### src/rtl/switch_port_tx.sv
//------------------------------------------------------------------------------
// Module      : switch_port_tx
// Description : Queued single-beat packet transmitter for one switch ingress
//               port, with inter-packet gap and port-full backpressure.
//               Optional statistics counters: define PORT_TX_STATS_EN.
// Revision    : 1.0 - initial release
//------------------------------------------------------------------------------
`default_nettype none

module switch_port_tx #(
   parameter int PORT_ID    = 0,
   parameter int DATA_WIDTH = 8,
   parameter int QDEPTH     = 4,
   parameter int GAP_CYCLES = 1
) (
   input  logic                  clk,
   input  logic                  rst,
   input  logic                  req_valid,
   output logic                  req_ready,
   input  logic [3:0]            req_target,
   input  logic [DATA_WIDTH-1:0] req_data,
   input  logic                  port_full,
   output logic                  tx_valid,
   output logic [3:0]            tx_source,
   output logic [3:0]            tx_target,
   output logic [DATA_WIDTH-1:0] tx_data,
   output logic                  err_illegal,
   output logic                  busy,
   output logic [15:0]           tx_sent_cnt,
   output logic [15:0]           tx_rej_cnt
);

   localparam int PTR_W = $clog2(QDEPTH);
   localparam int CNT_W = PTR_W + 1;
   localparam int GAP_W = $clog2(GAP_CYCLES + 2);
   localparam int ENT_W = 4 + DATA_WIDTH;
   localparam logic [3:0] SELF_BIT = 4'(1 << PORT_ID);

   localparam logic [1:0] S_IDLE = 2'd0;
   localparam logic [1:0] S_SEND = 2'd1;
   localparam logic [1:0] S_GAP  = 2'd2;

   logic [ENT_W-1:0]      mem_q [QDEPTH];
   logic [PTR_W-1:0]      wr_ptr_q;
   logic [PTR_W-1:0]      rd_ptr_q;
   logic [CNT_W-1:0]      count_q;
   logic [1:0]            state_q;
   logic [1:0]            state_d;
   logic [GAP_W-1:0]      gap_q;
   logic [GAP_W-1:0]      gap_d;
   logic [3:0]            tgt_q;
   logic [DATA_WIDTH-1:0] data_q;
   logic                  err_q;

   logic [3:0]            masked_tgt;
   logic                  accept;
   logic                  push;
   logic                  pop;
   logic                  can_pop;

   assign masked_tgt = req_target & ~SELF_BIT;
   assign req_ready  = !rst && (count_q < CNT_W'(QDEPTH));
   assign accept     = req_valid && req_ready;
   assign push       = accept && (masked_tgt != 4'b0000);
   assign can_pop    = (count_q != '0) && !port_full;

   always_ff @(posedge clk) begin
      if (push) begin
         mem_q[wr_ptr_q] <= {masked_tgt, req_data};
      end
   end

   // State register plus queue bookkeeping and the captured head entry
   always_ff @(posedge clk) begin
      if (rst) begin
         state_q  <= S_IDLE;
         gap_q    <= '0;
         wr_ptr_q <= '0;
         rd_ptr_q <= '0;
         count_q  <= '0;
         tgt_q    <= 4'b0000;
         data_q   <= '0;
         err_q    <= 1'b0;
      end else begin
         state_q <= state_d;
         gap_q   <= gap_d;
         err_q   <= accept && (masked_tgt == 4'b0000);
         if (push) begin
            wr_ptr_q <= wr_ptr_q + 1'b1;
         end
         if (pop) begin
            rd_ptr_q        <= rd_ptr_q + 1'b1;
            {tgt_q, data_q} <= mem_q[rd_ptr_q];
         end
         case ({push, pop})
            2'b10:   count_q <= count_q + 1'b1;
            2'b01:   count_q <= count_q - 1'b1;
            default: count_q <= count_q;
         endcase
      end
   end

   always_comb begin
      state_d = state_q;
      gap_d   = gap_q;
      pop     = 1'b0;
      case (state_q)
         S_IDLE: begin
            if (can_pop) begin
               pop     = 1'b1;
               state_d = S_SEND;
            end
         end
         S_SEND: begin
            if (GAP_CYCLES > 0) begin
               gap_d   = GAP_W'(GAP_CYCLES);
               state_d = S_GAP;
            end else if (can_pop) begin
               pop     = 1'b1;
               state_d = S_SEND;
            end else begin
               state_d = S_IDLE;
            end
         end
         S_GAP: begin
            gap_d = gap_q - 1'b1;
            // Last gap cycle doubles as the pop decision so spacing is GAP+1
            if (gap_q <= GAP_W'(1)) begin
               gap_d = '0;
               if (can_pop) begin
                  pop     = 1'b1;
                  state_d = S_SEND;
               end else begin
                  state_d = S_IDLE;
               end
            end
         end
         default: state_d = S_IDLE;
      endcase
   end

   always_comb begin
      tx_valid  = 1'b0;
      tx_source = 4'b0000;
      tx_target = 4'b0000;
      tx_data   = '0;
      if (state_q == S_SEND) begin
         tx_valid  = 1'b1;
         tx_source = SELF_BIT;
         tx_target = tgt_q;
         tx_data   = data_q;
      end
   end

   assign err_illegal = err_q;
   assign busy        = (state_q != S_IDLE) || (count_q != '0);

`ifdef PORT_TX_STATS_EN
   logic [15:0] sent_q;
   logic [15:0] rej_q;

   always_ff @(posedge clk) begin
      if (rst) begin
         sent_q <= 16'h0000;
         rej_q  <= 16'h0000;
      end else begin
         if ((state_q == S_SEND) && (sent_q != 16'hFFFF)) begin
            sent_q <= sent_q + 16'h0001;
         end
         if (err_q && (rej_q != 16'hFFFF)) begin
            rej_q <= rej_q + 16'h0001;
         end
      end
   end

   assign tx_sent_cnt = sent_q;
   assign tx_rej_cnt  = rej_q;
`else
   assign tx_sent_cnt = 16'h0000;
   assign tx_rej_cnt  = 16'h0000;
`endif

endmodule

`default_nettype wire

### config.mk
export PLATFORM = sky130hd
export DESIGN_NAME = switch_port_tx
export DESIGN_NICKNAME = d
export VERILOG_FILES = /design/src/rtl/switch_port_tx.sv
export SDC_FILE = /design/constraint.sdc
export NUM_CORES = 1
export LEC_CHECK = 0
export ABC_AREA = 1
export CAP_MARGIN = 20
export CORE_MARGIN = 4
export CORE_UTILIZATION = 54
export DETAILED_ROUTE_END_ITERATION = 6
export PLACE_DENSITY = 0.83
export SYNTH_ARGS = -nofsm -noshare
export SYNTH_HDL_FRONTEND = slang
export SYNTH_SLANG_ARGS = --single-unit
### constraint.sdc
create_clock -name clk -period 4.05 [get_ports clk]
set_input_delay 0.405 -clock clk [delete_from_list [all_inputs] [get_ports clk]]
set_output_delay 0.405 -clock clk [all_outputs]
set_load 0.1 [all_outputs]
; ---- Yosys cells after proc, flatten, opt, wreduce, memory -nomap -nowiden
; Memory sizes are Yosys's and may differ from the RTL's. A register that Yosys moved wholly into a read port is not among the register bits.
; Index checks and enable logic that the tools add are counted.
[classes]
addsub = 5
order_cmp = 2
n_reduce_logical = 16
n_eq_ne = 6
muxes = 16
[op_table]
columns = op, n
row1 = two-way mux 8 bit, 1
row2 = two-way mux 1 bit, 7
row3 = two-way mux 2 bit, 3
row4 = case mux 2 bit (3 select lines), 1
row5 = case mux 3 bit (2 select lines), 1
row6 = nonzero test 2 bit, 3
row7 = logical AND 1 bit, 5
row8 = "adder 2 x 1 -> 2 bit, second input constant", 2
row9 = "== test 2 x 1 -> 1 bit, second input constant", 2
row10 = "== test 2 bit, second input constant", 2
row11 = logical NOT 4 bit, 1
row12 = two-way mux 4 bit, 1
row13 = "!= test 2 bit, second input constant", 2
row14 = case mux 2 bit (2 select lines), 1
row15 = nonzero test 4 bit, 1
row16 = "adder 3 x 1 -> 3 bit, second input constant", 1
row17 = "less-than comparator 3 bit, second input constant", 1
row18 = nonzero test 3 bit, 1
row19 = "subtractor 3 x 1 -> 3 bit, second input constant", 1
row20 = "<= comparator 2 x 1 -> 1 bit, second input constant", 1
row21 = logical NOT 1 bit, 2
row22 = logical NOT 2 bit, 1
row23 = case mux 1 bit (2 select lines), 1
row24 = AND reduction 2 bit, 1
row25 = other kinds (2), 2
[word_totals]
mem_count = 1
out_inout_bits = 52
ramBits = 44
ff_bits = 16
input_bits = 16
elab_cells = 53
[memory_table]
columns = name, depth, word_bits, rd, rd_ports_with_merged_regs, wr, line
row1 = mem_q, 4, 11, 1, 1, 1, 43  ; logic [ENT_W-1:0] mem_q [QDEPTH];

; ---- Longest topological paths before layout
; Gate-level depths: netlist (run 1).
[logic_depth]
depth_word = 7
ltp_mapped = 15
mapped_depth_nobuf = 14

; ---- Worst setup path before layout (run 1)
; OpenSTA, ideal clock, no wires.
[synth_path]
kind = in2reg
start = input port rst
end = register count_q[1]
n_path_buf = 0
setup_time_ns = 0.064
t_arrival_ns = 3.038
t_required_ns = 3.986
path_stages = 8
path_slack_ns = 0.948
path_cell_list = nor2_1 -> nand3_2 -> ha_1 -> inv_1 -> fa_1 -> nor2_1 -> a21oi_1 -> nor2_1
[synth_between]
elab_chain_len = 6
word_cells_on_any_way = 8
[synth_rtl]
columns = element, line
row1 = "start, declared", 17  ; input logic rst,
row2 = logical NOT 1 bit, 62  ; assign req_ready = !rst && (count_q < CNT_W'(QDEPTH));
row3 = logical AND 1 bit, 62
row4 = logical AND 1 bit, 63  ; assign accept = req_valid && req_ready;
row5 = logical AND 1 bit, 64  ; assign push = accept && (masked_tgt != 4'b0000);
row6 = == test 2 x 1 -> 1 bit / == test 2 bit (equally long branches), 95  ; case ({push, pop})
row7 = case mux 3 bit (2 select lines) / nonzero test 2 bit (equally long branches), --
row8 = "end signal, assigned", 96  ; 2'b10: count_q <= count_q + 1'b1;
row9 = "end signal, assigned", 97  ; 2'b01: count_q <= count_q - 1'b1;
row10 = "end signal, assigned", 98  ; default: count_q <= count_q;
row11 = "end, declared", 46  ; logic [CNT_W-1:0] count_q;
; Parallel ways exist; a longest one is shown, timed or not.
; A chain may end at the register's enable or synchronous reset.

; ---- Final worst setup path (run 1)
[layout_path]
start = register state_q[1]
end = output port tx_data[4]
[layout_between]
elab_chain_len = 2
[layout_rtl]
columns = element, line
row1 = "start, declared", 47  ; logic [1:0] state_q;
row2 = "start signal, assigned", 85  ; state_q <= state_d;
row3 = == test 2 x 1 -> 1 bit, 147  ; if (state_q == S_SEND) begin
row4 = two-way mux 8 bit, 147
row5 = "end, declared", 26  ; output logic [DATA_WIDTH-1:0] tx_data,
; Every way passes these cells.

==> out/qor.txt, run 1 <==
outcome = finished clean
Netlist Area Pre-Place = 3120 sq um
Post-Route WL = 5020 microns
minimum setup slack among reg-to-reg paths = 1.71 ns
leakage = 1.46 nW
final net count = 378
area grow syn2layout = 13.2%
Core Region = 5540 sq um
number of DRC markers in iteration 0 = 67
Synth Area per Inst = 9.68 sq um
#FFs+latches synth = 67
H-tree depth = 3
Rows = 27
reg2reg end = count_q[2]$_SDFFE_PP0P_
root buf cell = clkbuf_8
crit path time final = 2.98 ns
clk buf depth = 2
Final Hold Fails = 0
Setup crit end kind = primary output
Reg clk slew, reported paths = 0.07 ns
clock skew = 0.00581 ns
crit-path cells = inv_1 -> ha_1 -> nand2_1 -> inv_1 -> clkdlybuf4s50_1
Mapped Cells = 322
setup_tns = 0 ns
crit path to = tx_data[4]
CTS Sinks = 67
Non-Filler Instances = 429
final worst-path cycle share = 73.7%
Seq/Total Area, Yosys = 57.1%
worst-path fanout max = 14
post-synthesis cell type count = 24
Slew Viols, Final = 0
ys flop type = edfxtp_1
cell mode on critical path = inv_1
Overall Global Routing Usage = 15.3%
reg2reg start = state_q[0]$_SDFFE_PP0P_
Vias = 2005
Max VDD drop = 0.431 mV
Setup violations, final = 0
die outline width = 84.0 microns
Max-cap violations = 0
Worst Path Required = 3.64 ns
CTS Hold Bufs = 0
share of cells above drive strength 1 = 6.44%
RSZ-0062 raised after global routing = false
Min Hold Slack = 0.461 ns
first-pass detailed-route iteration total = 4
DR vias/cell = 4.67
# resized after CTS = 0
Die Area = 7050 sq um
worst r2r path cells = 14
first-pass GRT wire length = 8230 microns
Arr. time, crit path = 2.58 ns
filler instances = 436
I/O Pins = 68
GR Overflow Total = 0
DR DRC count = 0
pwr dens = 636 nW/um^2
Initial Util = 56.3%
critical setup path kind = flop to primary output
GP Congestion = 0.686
Die Ht = 84.0 microns
ys async rst share = 0%
synth warn = 0
Worst Hold Class = flop to flop
Critical Path Stages = 5
CP bufs+invs = 3
Slew @ Worst Pin = 0.979 ns
Avg WL per Cell = 11.7 microns
antenna viol nets, final = 0
IO Port Bufs = 30
initial antenna violation count = 0
Post-synth EDFFs = 44
DP HPWL = 3390 microns
TritonCTS clock tree = built
Relative slew margins = 34.5%
vias in the first global route = 1769
largest net degree at the start of global routing = 25
Post-CTS Setup Inserts = 0
Fmax = 0.335 GHz
CP Launch Type = flop
slowest stage delay, CP = 1.12 ns
ANT cells = 0
worst setup path startpoint = state_q[1]$_SDFFE_PP0P_
slowest CP cell = clkdlybuf4s50_1
later-pin clock latency in the skew report = 0.33 ns
Cells after DPL = 412
Inserted Clock Buffers = 9
cell class contributing the biggest share of worst-path delay = buffers and inverters
-- how the worst min path moves through the flow --
stage                          startpoint                    end  slack [ns]  cells after the start
floorplan           gap_q[1]$_SDFFE_PP0P_  gap_q[1]$_SDFFE_PP0P_        0.44                      2
global placement    gap_q[1]$_SDFFE_PP0P_  gap_q[1]$_SDFFE_PP0P_        0.45                      2
detailed placement  gap_q[1]$_SDFFE_PP0P_  gap_q[1]$_SDFFE_PP0P_        0.45                      2
CTS                 gap_q[1]$_SDFFE_PP0P_  gap_q[1]$_SDFFE_PP0P_        0.46                      2
global route        gap_q[1]$_SDFFE_PP0P_  gap_q[1]$_SDFFE_PP0P_        0.51                      2
finish              gap_q[1]$_SDFFE_PP0P_  gap_q[1]$_SDFFE_PP0P_        0.46                      2
-- routing by layer --
layer  track usage [%]  wire length, microns
met1              17.6                  2100
met5                 0                     0
met3              5.33                   433
met2              25.2                  2380
met4              7.89                   108
-- report_power, final --
| part | leakage [nW] | switching (mW) | internal, mW |
|---|---|---|---|
| Clock | 0.118 | 0.234 | 0.405 |
| Combinational | 0.758 | 0.590 | 0.167 |
| Sequential | 0.587 | 0.0541 | 0.796 |
| Total | 1.46 | 0.878 | 1.37 |
-- worst reg2reg max path, stage by stage (launching register included) --
cell and delay, ns:
dfxtp_1 0.33, inv_1 0.10, ha_1 0.22, nand2_1 0.09, nand2_1 0.11, nand3_4 0.17, inv_2 0.21, ha_1 0.17
inv_1 0.07, fa_1 0.38, a21oi_1 0.14, o21ai_0 0.11, nand2_1 0.08, nand2_1 0.04, nor2_1 0.08
-- layout by cell type, fill, tap and decap left out, drive strengths merged --
cell           synthesis  routed
clkbuf                 2      10
nand2                 30      30
fa                     1       1
a21oi                 11      11
clkinv                 0       3
nand3                  5       5
edfxtp                44      44
dfxtp                 23      23
nor2                  68      68
o21ai                 49      49
bufinv                 0       3
clkdlybuf4s50          0      29
nor3                   1       1
inv                   32      32
xor2                   1       1
conb                   1      36
ha                     9       9
buf                   45       2
-- synth_stat cells (4+ instances only) --
cell type | n | share of area (%)
a21oi_1 | 10 | 1.6
buf_2 | 4 | 0.64
buf_4 | 38 | 9.1
dfxtp_1 | 23 | 15
edfxtp_1 | 44 | 42
ha_1 | 9 | 3.6
inv_1 | 30 | 3.6
nand2_1 | 29 | 3.5
nor2_1 | 67 | 8.1
o21ai_0 | 32 | 5.1
o21ai_1 | 17 | 2.7
-- cell families after synthesis --
logic type | count (synthesis) | share of synthesized area (%)
AO/OA/AOI/OAI | 60 | 9.75
XOR/XNOR | 1 | 0.281
adder cells (fa/ha/maj) | 10 | 4.25
flip-flops | 67 | 57.1
AND/OR/NAND/NOR | 104 | 13.5
buffers and inverters | 79 | 15.0
other | 1 | 0.120
-- registers in the layout (all words and copies together) (netlist names) --
signal       flops
count_q          3
gap_q            2
wr_ptr_q         2
data_q           8
tgt_q            3
rd_ptr_q         2
state_q          2
mem_q           44
err_illegal      1
-- stage by stage --
step                      utilization (%)  power, mW  area (sq um)  setup WS [ns]
after global routing                 63.7       2.37          3530          0.907
after detailed placement             59.4       1.62          3290           1.34
final                                63.7       2.25          3530           1.07
after global placement               59.4       1.60          3290           1.39
after floorplan                         -       1.53          3250          0.948
after CTS                            63.6       2.26          3520           1.04
-- area by class of cell --
class | count | area (sq um) | share of cell area [%]
multi-input cells | 211 | 1000 | 28.4
clock inverters | 6 | 104 | 2.94
clock buffers | 10 | 128 | 3.62
well taps | 72 | 90.1 | 2.55
repair buffers | 31 | 305 | 8.65
flip-flops and latches | 67 | 1780 | 50.5
inverters | 32 | 120 | 3.40
Note: power is estimated with default switching activity, not from simulation.
==> inputs of run 2 (changes only) <==
CORE_UTILIZATION = 50   (was 54)
PLACE_DENSITY = 0.78   (was 0.83)
clock period = 3 ns   (was 4.05 ns; I/O delays follow)
==> run 2 against run 1 <==
Compared with the run above: core utilization down 5.3 points; largest power group unchanged; combinational power up 39%; critical endpoint is now count_q[2]$_SDFFE_PP0P_; total power up 30%; largest cell class unchanged; clock power up 16%; setup slack worse by 0.49 ns.
==> out/qor.txt, run 2 (same netlist as run 1, synthesis figures left out) <==
crit path time final = 2.43 ns
later-pin clock latency in the skew report = 0.33 ns (about the same)
pwr dens = 832 nW/um^2 (+31%)
Max-cap violations = 0 (unchanged)
area grow syn2layout = 12.2%
Final Hold Fails = 0 (unchanged)
worst r2r path cells = 13 (-1)
CTS Sinks = 67 (unchanged)
CTS Hold Bufs = 0 (unchanged)
die outline width = 87.0 microns (+3.6%)
ANT cells = 0 (unchanged)
Post-Route WL = 5420 microns (+8.1%)
Die Area = 7560 sq um (+7.2%)
outcome = finished clean
Arr. time, crit path = 2.66 ns (+0.08 ns)
Fmax = 0.412 GHz
# resized after CTS = 0 (unchanged)
Relative slew margins = 35.8% (+1.3 points)
grt met3 use = 3.03% (-2.3 points)
Reg clk slew, reported paths = 0.07 ns (about the same)
clk buf depth = 2 (unchanged)
DP HPWL = 3670 microns (+8.4%)
Initial Util = 52.0% (-4.2 points)
TritonCTS clock tree = built
CP Launch Type = flop
Vias = 2079 (+3.7%)
met2 global-route usage = 25.5% (+0.30 points)
H-tree depth = 3 (unchanged)
worst-path fanout max = 15 (+1)
Max VDD drop = 0.488 mV (+13%)
Die Ht = 87.0 microns (+3.6%)
gr busiest metal = met2
RSZ-0062 raised after global routing = false
critical setup path kind = flop to flop
GR Overflow Total = 0 (unchanged)
DR vias/cell = 4.77 (+2.0%)
clock skew = 0.0132 ns (+0.00737 ns)
first-pass detailed-route iteration total = 5 (+1)
I/O Pins = 68 (unchanged)
Avg WL per Cell = 12.4 microns (+6.3%)
Core Region = 5990 sq um (+8.1%)
Hold Path Sink = gap_q[1]$_SDFFE_PP0P_
hold path cells = 2 (unchanged)
Inserted Clock Buffers = 9 (unchanged)
GP Congestion = 0.726 (+5.9%)
number of DRC markers in iteration 0 = 110 (+64%)
leakage = 1.49 nW (+2.1%)
Overall Global Routing Usage = 14.9% (-0.38 points)
root buf cell = clkbuf_8
M1 GR Usage = 17.8% (+0.13 points)
initial antenna violation count = 0 (unchanged)
DR DRC count = 0 (unchanged)
most frequent cells in the layout = nor2_1 (66), edfxtp_1 (44), conb_1 (36)
Setup crit end kind = flop
Cells after DPL = 420 (+1.9%)
Setup violations, final = 0 (unchanged)
Rows = 28 (+3.7%)
commonest non-fill, non-tap cell in the layout = nor2_1
share of cells above drive strength 1 = 11.4% (+4.9 points)
final net count = 382 (+1.1%)
Post-CTS Setup Inserts = 0 (unchanged)
Biggest register = mem_q
minimum setup slack among reg-to-reg paths = 0.57 ns (-1.14 ns)
Worst Path Required = 3.23 ns (-0.41 ns)
Worst Hold Class = flop to flop
reg2reg end = count_q[2]$_SDFFE_PP0P_
first-pass GRT wire length = 8610 microns (+4.6%)
Largest register FFs = 44 (unchanged)
vias in the first global route = 1931 (+9.2%)
filler instances = 519 (+19%)
largest net degree at the start of global routing = 25 (unchanged)
antenna viol nets, final = 0 (unchanged)
Slew @ Worst Pin = 0.960 ns (-0.0187 ns)
setup_tns = 0 ns (unchanged)
Regs by FF count = mem_q x44, data_q x8
Non-Filler Instances = 436 (+1.6%)
Slew Viols, Final = 0 (unchanged)
reg2reg start = state_q[0]$_SDFFE_PP0P_
final worst-path cycle share = 80.9%
IO Port Bufs = 30 (unchanged)
HP Start = gap_q[1]$_SDFFE_PP0P_
-- run 2: worst max-delay path, cell delays in order (launching register included) --
cell,delay [ns]
dfxtp_1,0.33
inv_1,0.10
ha_1,0.23
nand2_1,0.09
nand2_1,0.10
nand3_4,0.17
inv_2,0.21
ha_1,0.18
inv_1,0.07
fa_1,0.39
a21oi_1,0.17
o21ai_0,0.13
nor2_1,0.11
nor2_1,0.05
-- run 2: per-layer routing --
layer  part of all wire [%]  up-vias
met5                      0        -
met4                    1.3        0
met3                    7.5        7
met2                     47       73
met1                     44      957
li1                       -     1042
-- run 2: through the flow --
step           hold slack (ns)  utilization [%]  area (sq um)  total power [mW]  setup WS, ns
5_1_grt                  0.493             58.4          3500              3.06         0.272
3_3_place_gp             0.452             55.1          3300              2.17         0.655
6_report                 0.475             58.4          3500              2.91         0.572
4_1_cts                  0.474             58.4          3500              2.93         0.551
3_5_place_dp             0.461             55.1          3300              2.19         0.608
2_1_floorplan            0.362                -          3250              2.07         0.469
-- run 2: worst max-delay path by stage --
stage | startpoint | end | slack [ns] | cells after the start
final | state_q[0]$_SDFFE_PP0P_ | count_q[2]$_SDFFE_PP0P_ | 0.57 | 13
after global routing | state_q[0]$_SDFFE_PP0P_ | count_q[2]$_SDFFE_PP0P_ | 0.27 | 14
after floorplan | state_q[1]$_SDFFE_PP0P_ | tx_data[0] | 0.47 | 5
after detailed placement | port_full | count_q[2]$_SDFFE_PP0P_ | 0.61 | 12
after global placement | port_full | count_q[2]$_SDFFE_PP0P_ | 0.66 | 12
after CTS | state_q[0]$_SDFFE_PP0P_ | count_q[2]$_SDFFE_PP0P_ | 0.55 | 14
-- run 2: final cells by class --
class                   instances  area, sq um  area share (%)
flip-flops and latches         67         1780            50.9
multi-input cells             211         1000            28.7
repair buffers                 35          300            8.59
clock buffers                  14          163            4.65
inverters                      32          120            3.43
well taps                      75         93.8            2.68
clock inverters                 2         35.0            1.00
-- run 2: where the power goes --
part	internal, mW	leakage (nW)	switching [mW]
sequential	1.07	0.587	0.0475
combinational	0.220	0.807	0.831
clock	0.430	0.101	0.308
total	1.72	1.49	1.19
==> RTL edit 1 (settings of run 2) <==
`QDEPTH`: 4 -> 8.
--- a/src/rtl/switch_port_tx.sv
+++ b/src/rtl/switch_port_tx.sv
@@ -11,5 +11,5 @@
    parameter int PORT_ID    = 0,
    parameter int DATA_WIDTH = 8,
-   parameter int QDEPTH     = 4,
+   parameter int QDEPTH     = 8,
    parameter int GAP_CYCLES = 1
 ) (
Behaviour: not the same (Yosys sat finds a counterexample within 10 cycles, from zero or initial values and one cycle with rst high).
==> RTL edit 1 against run 2 <==
Final area is 74% higher; clock power rose to 2.6 times the old value; routed wire length increased by 100%; cell count up 63%; sequential cell count grew 47; sequential power rose by 76%; non-clock buffer count up 9; register-to-register slack gained 0.22 ns; combinational power rose by 94%; die area is 61% higher; critical endpoint is now err_illegal; worst setup slack better by 0.18 ns; area after synthesis up 68%; total power increased by 100%.
==> RTL edit 1: results (changes against run 2) <==
| Metric | Value |
|---|---|
| Largest net degree at the start of global routing | `47 (+88%)` |
| Slew @ Worst Pin | `0.958 ns (-0.00202 ns)` |
| Fraction of layout cells with a size suffix above 1 | `0.153 (+0.0395)` |
| 1st-iter DRT viols | `355 (+220%)` |
| Maximum VDD drop | `0.000756 V (+55%)` |
| GP Congestion | `0.839 (+16%)` |
| Fill count | `801 (+54%)` |
| Clock root buffer master | `clkbuf_8` |
| HP Class | `primary input to flop` |
| Mapped Avg Cell Area | `10.1 sq um (+4.0%)` |
| Leak | `2.53 nW (+69%)` |
| Clock Skews | `0.00982 ns (-0.00336 ns)` |
| Status | `completed` |
| Routed vias | `3,585 (+72%)` |
| Post-synth EDFFs | `88 (+100%)` |
| NumNets Final | `587 (+54%)` |
| Post-synthesis sequential area ratio | `0.603 (+0.0316)` |
| CP Max Fanout | `1 (-14)` |
| CTS clock-pin slew for the worst setup and hold paths | `0.06 ns` |
| Crit path max-delay family | `buffers and inverters` |
| CP max-delay cell | `clkdlybuf4s50_1` |
| Initial antenna violation count | `0 (unchanged)` |
| Ys Warns | `0 (unchanged)` |
| Routed wire length | `10.8 mm (+100%)` |
| Top cells by count, synth | `nand2_1, edfxtp_1, nand3_1, inv_1, buf_4` |
| Clock latency on the worst-skew pair | `0.52 ns (+0.19 ns)` |
| CTS max path bufs | `2 (unchanged)` |
| First-pass GRT wire length | `17.9 mm (+110%)` |
| CP arrival | `1.95 ns (-0.71 ns)` |
| Top flop regs | `mem_q (88), data_q (8), count_q (4)` |
| All-Layer GR Usage | `0.185 (+0.0358)` |
| Post-cts sizing count | `0 (unchanged)` |
| Diodes inserted | `0 (unchanged)` |
| DP HPWL | `6.45 mm (+76%)` |
| H-tree depth | `4 (+1)` |
| Critical Path Max Stage Delay | `1.12 ns (+0.73 ns)` |
| Dpl cells | `679 (+62%)` |
| Post-synth cell types | `29 (+21%)` |
| DR pass1 iterations | `7 (+2)` |
| Buffers on Ports | `30 (unchanged)` |
| Wire per inst | `15.2 microns (+22%)` |
| Synth area leaders | `edfxtp_1, dfxtp_1, nand2_1` |
| Async SR Flop Fraction | `0 (unchanged)` |
| Setup Fix Bufs, Post-CTS | `0 (unchanged)` |
| CTS buffer count | `17 (+8)` |
| ANT nets after route | `0 (unchanged)` |
RTL edit 1: routing by layer:
metal  global-route usage  wire (microns)
met3               0.0581             800
met2                0.306            5420
met4               0.0870             318
met1                0.220            4290
met5                    0               0
RTL edit 1: per-stage QoR:
stage               instance area (sq um)  hold slack, ns  total power [mW]  setup slack (ns)  utilization
global route                         6100           0.443              6.26             0.587        0.593
global placement                     5520           0.451              3.95             0.545        0.537
detailed placement                   5520           0.463              4.01             0.413        0.537
finish                               6100           0.419              5.93             0.748        0.593
floorplan                            5380           0.399              3.71             0.404            -
CTS                                  6100           0.417              5.94             0.738        0.593
RTL edit 1: logic make-up after synthesis:
kind of cell    after synthesis  share of synthesized area
buf+inv                     116                      0.120
compound gates               29                     0.0341
simple gates                249                      0.216
fa+ha+maj                     9                     0.0215
other cells                   1                   0.000715
xor+xnor                      3                    0.00501
flops                       114                      0.603
RTL edit 1: final timing paths:
kind | end | slack, ns | startpoint | cells after the start
setup reg to reg | count_q[2] | 0.79 | state_q[0] | 15
hold / removal | err_illegal | 0.42 | req_valid | 3
setup / recovery | err_illegal | 0.75 | err_illegal | 1
hold reg to reg | gap_q[1] | 0.47 | gap_q[1] | 2
RTL edit 1: final cells by class:
cell class                 instances  area (sq um)  share of cell area
inverter                          59           226              0.0371
tap                              136           170              0.0279
timing repair buffer              44           380              0.0624
sequential                       114          3160               0.519
clock buffer                      17           414              0.0679
multi-input combinational        326          1580               0.260
clock inverter                    15           160              0.0263
RTL edit 1: worst min-delay path: cells and delay by family:
family	cells	cell delay [ns]
and+or+nand+nor	2	0.13
buffers and inverters	1	0.46
RTL edit 1: power breakdown:
part	internal (mW)	leakage, nW	switching (mW)
combinational	0.528	1.25	1.52
clock	1.19	0.267	0.730
sequential	1.85	1.01	0.119
==> RTL edit 2 (settings of run 2) <==
Made on the original files. Add an input register stage for `req_target`, with the module's reset; this delays it by one clock. The other inputs are not delayed to match.
--- a/src/rtl/switch_port_tx.sv
+++ b/src/rtl/switch_port_tx.sv
@@ -41,4 +41,14 @@
    localparam logic [1:0] S_GAP  = 2'd2;
 
+   logic [3:0] req_target_q;
+
+   always_ff @(posedge clk) begin
+      if (rst) begin
+         req_target_q <= '0;
+      end else begin
+         req_target_q <= req_target;
+      end
+   end
+
    logic [ENT_W-1:0]      mem_q [QDEPTH];
    logic [PTR_W-1:0]      wr_ptr_q;
@@ -59,5 +69,5 @@
    logic                  can_pop;
 
-   assign masked_tgt = req_target & ~SELF_BIT;
+   assign masked_tgt = req_target_q & ~SELF_BIT;
    assign req_ready  = !rst && (count_q < CNT_W'(QDEPTH));
    assign accept     = req_valid && req_ready;
Behaviour: not the same (Yosys sat finds a counterexample within 4 cycles, from zero or initial values and one cycle with rst high).
==> RTL edit 2 against run 2 <==
Cell count grew 2.3%; final area grew 3.5%; worst setup slack lost 0.034 ns; sequential cell count grew 3; maximum frequency shrank 1.4%; routed wire length grew 1.6%; area after synthesis grew 2.1%; sequential share of layout area shrank 0.067 points; total power grew 2.5%; highest routed layer unchanged.
==> RTL edit 2: results (changes against run 2) <==
| Metric | Value |
|---|---|
| Status | `completed` |
| Area after DPL | `0.00337 sq mm (+2.2%)` |
| CTS max path bufs | `2 (unchanged)` |
| CP Max Fanout | `15 (unchanged)` |
| Post-synth EDFFs | `44 (unchanged)` |
| Clock Skews | `0.00397 ns (-0.00921 ns)` |
| Pre-CTS setup slack | `0.499 ns (-0.109 ns)` |
| All-Layer GR Usage | `0.155 (+0.00603)` |
| Vias in the first global route | `1,950 (+0.98%)` |
| Routed wire length | `5.51 mm (+1.6%)` |
| Post-synthesis xor/xnor area fraction | `0.00275 (-0.0000574)` |
| First-pass GRT wire length | `8.83 mm (+2.5%)` |
| Hold Crit Start | `req_target[3]` |
| CTS buffer count | `9 (unchanged)` |
| HP Class | `primary input to flop` |
| NumNets Final | `392 (+2.6%)` |
| Top cells by count, synth | `nor2_1, o21ai_0, edfxtp_1, buf_4, inv_1` |
| DR pass1 iterations | `4 (-1)` |
| Post-synth cell types | `20 (-17%)` |
| 1st-iter DRT viols | `138 (+25%)` |
| Largest net degree at the start of global routing | `25 (unchanged)` |
| Setup Fix Bufs, Post-CTS | `0 (unchanged)` |
| Slew @ Worst Pin | `0.962 ns (+0.00166 ns)` |
| CP max-delay cell | `fa_1` |
| Fraction of layout cells with a size suffix above 1 | `0.113 (-0.000366)` |
| Count leader, synth | `nor2_1` |
| Maximum VDD drop | `0.000473 V (-3.1%)` |
| Post-synthesis adder-cell area fraction | `0.0417 (-0.000869)` |
| Compound-Gate Fraction of Synth Area | `0.0943 (-0.00317)` |
| Synth area leaders | `edfxtp_1, dfxtp_1, buf_4` |
| Async SR Flop Fraction | `0 (unchanged)` |
| Vias per cell | `4.66 (-2.3%)` |
| CTS clock-pin slew for the worst setup and hold paths | `0.07 ns (about the same)` |
| Top flop regs | `mem_q (44), data_q (8)` |
| Ys Warns | `0 (unchanged)` |
| Buffers on Ports | `30 (unchanged)` |
| Post-synthesis sequential area ratio | `0.579 (+0.00719)` |
| Post-cts sizing count | `0 (unchanged)` |
| Post-synthesis mux area share | `0 (unchanged)` |
| Initial antenna violation count | `0 (unchanged)` |
| Leak | `1.56 nW (+4.1%)` |
| Critical Path Max Stage Delay | `0.37 ns (-0.02 ns)` |
| Critical path origin | `state_q[0]` |
| DP HPWL | `3.80 mm (+3.4%)` |
| Final hold slack | `0.465 ns (-0.00948 ns)` |
| Routed vias | `2,078 (-0.048%)` |
| CP arrival | `2.75 ns (+0.09 ns)` |
| Most used DFF post-synth | `edfxtp_1` |
| Clock root buffer master | `clkbuf_8` |
| H-tree depth | `3 (unchanged)` |
| GP Congestion | `0.696 (-4.2%)` |
| Clock latency on the worst-skew pair | `0.35 ns (+0.02 ns)` |
| TNS Setup | `0 ns (unchanged)` |
| Diodes inserted | `0 (unchanged)` |
## RTL edit 2: cell count changes after synthesis, moves of 2 or more
cell	before	now
buf_2	4	6
dfxtp_1	23	26
inv_1	30	33
nor2_1	67	71
o21ai_0	32	47
o21ai_1	17	2
## RTL edit 2: area by class of cell
| cell class | count | area (sq um) |
|---|---|---|
| Timing Repair Buffer | 36 | 308 |
| Multi-Input combinational cell | 214 | 998 |
| Clock inverter | 7 | 123 |
| Clock buffer | 9 | 124 |
| Sequential cell | 70 | 1840 |
| Fill cell | 519 | 2440 |
| Inverter | 35 | 131 |
| Tap cell | 75 | 93.8 |
## RTL edit 2: final timing paths
check,to,slack [ns],cells after the start
max,count_q[2],0.54,14
min,req_target_q[3],0.47,3
max reg2reg,count_q[2],0.54,14
min reg2reg,gap_q[0],0.47,2
## RTL edit 2: per-stage QoR
step	power (mW)	cells
after detailed placement	2.10	430
after CTS	3.01	446
final	2.98	446
after global routing	3.13	446
after global placement	2.07	430
after floorplan	1.98	367
## RTL edit 2: where the power goes
part           total (mW)  internal, mW  switching (mW)  leakage, nW
clock               0.914         0.554           0.360        0.116
combinational       0.934         0.184           0.750        0.828
sequential           1.13          1.10          0.0393        0.612
total                2.98          1.83            1.15         1.56
## RTL edit 2: critical path, delay by kind of cell, from the launching register on
| family | cells | cell delay (ns) |
|---|---|---|
| adders and majority gates | 3 | 0.77 |
| AOI/OAI and AO/OA | 2 | 0.25 |
| buffers and inverters | 3 | 0.44 |
| DFF | 1 | 0.33 |
| and+or+nand+nor | 6 | 0.61 |
## RTL edit 2: per-layer routing
layer | up-vias | wire (microns) | GRT usage
met5 | - | 0 | 0
met4 | 0 | 146 | 0.0907
met3 | 12 | 423 | 0.0508
met2 | 77 | 2520 | 0.256
met1 | 922 | 2420 | 0.176
li1 | 1067 | - | -
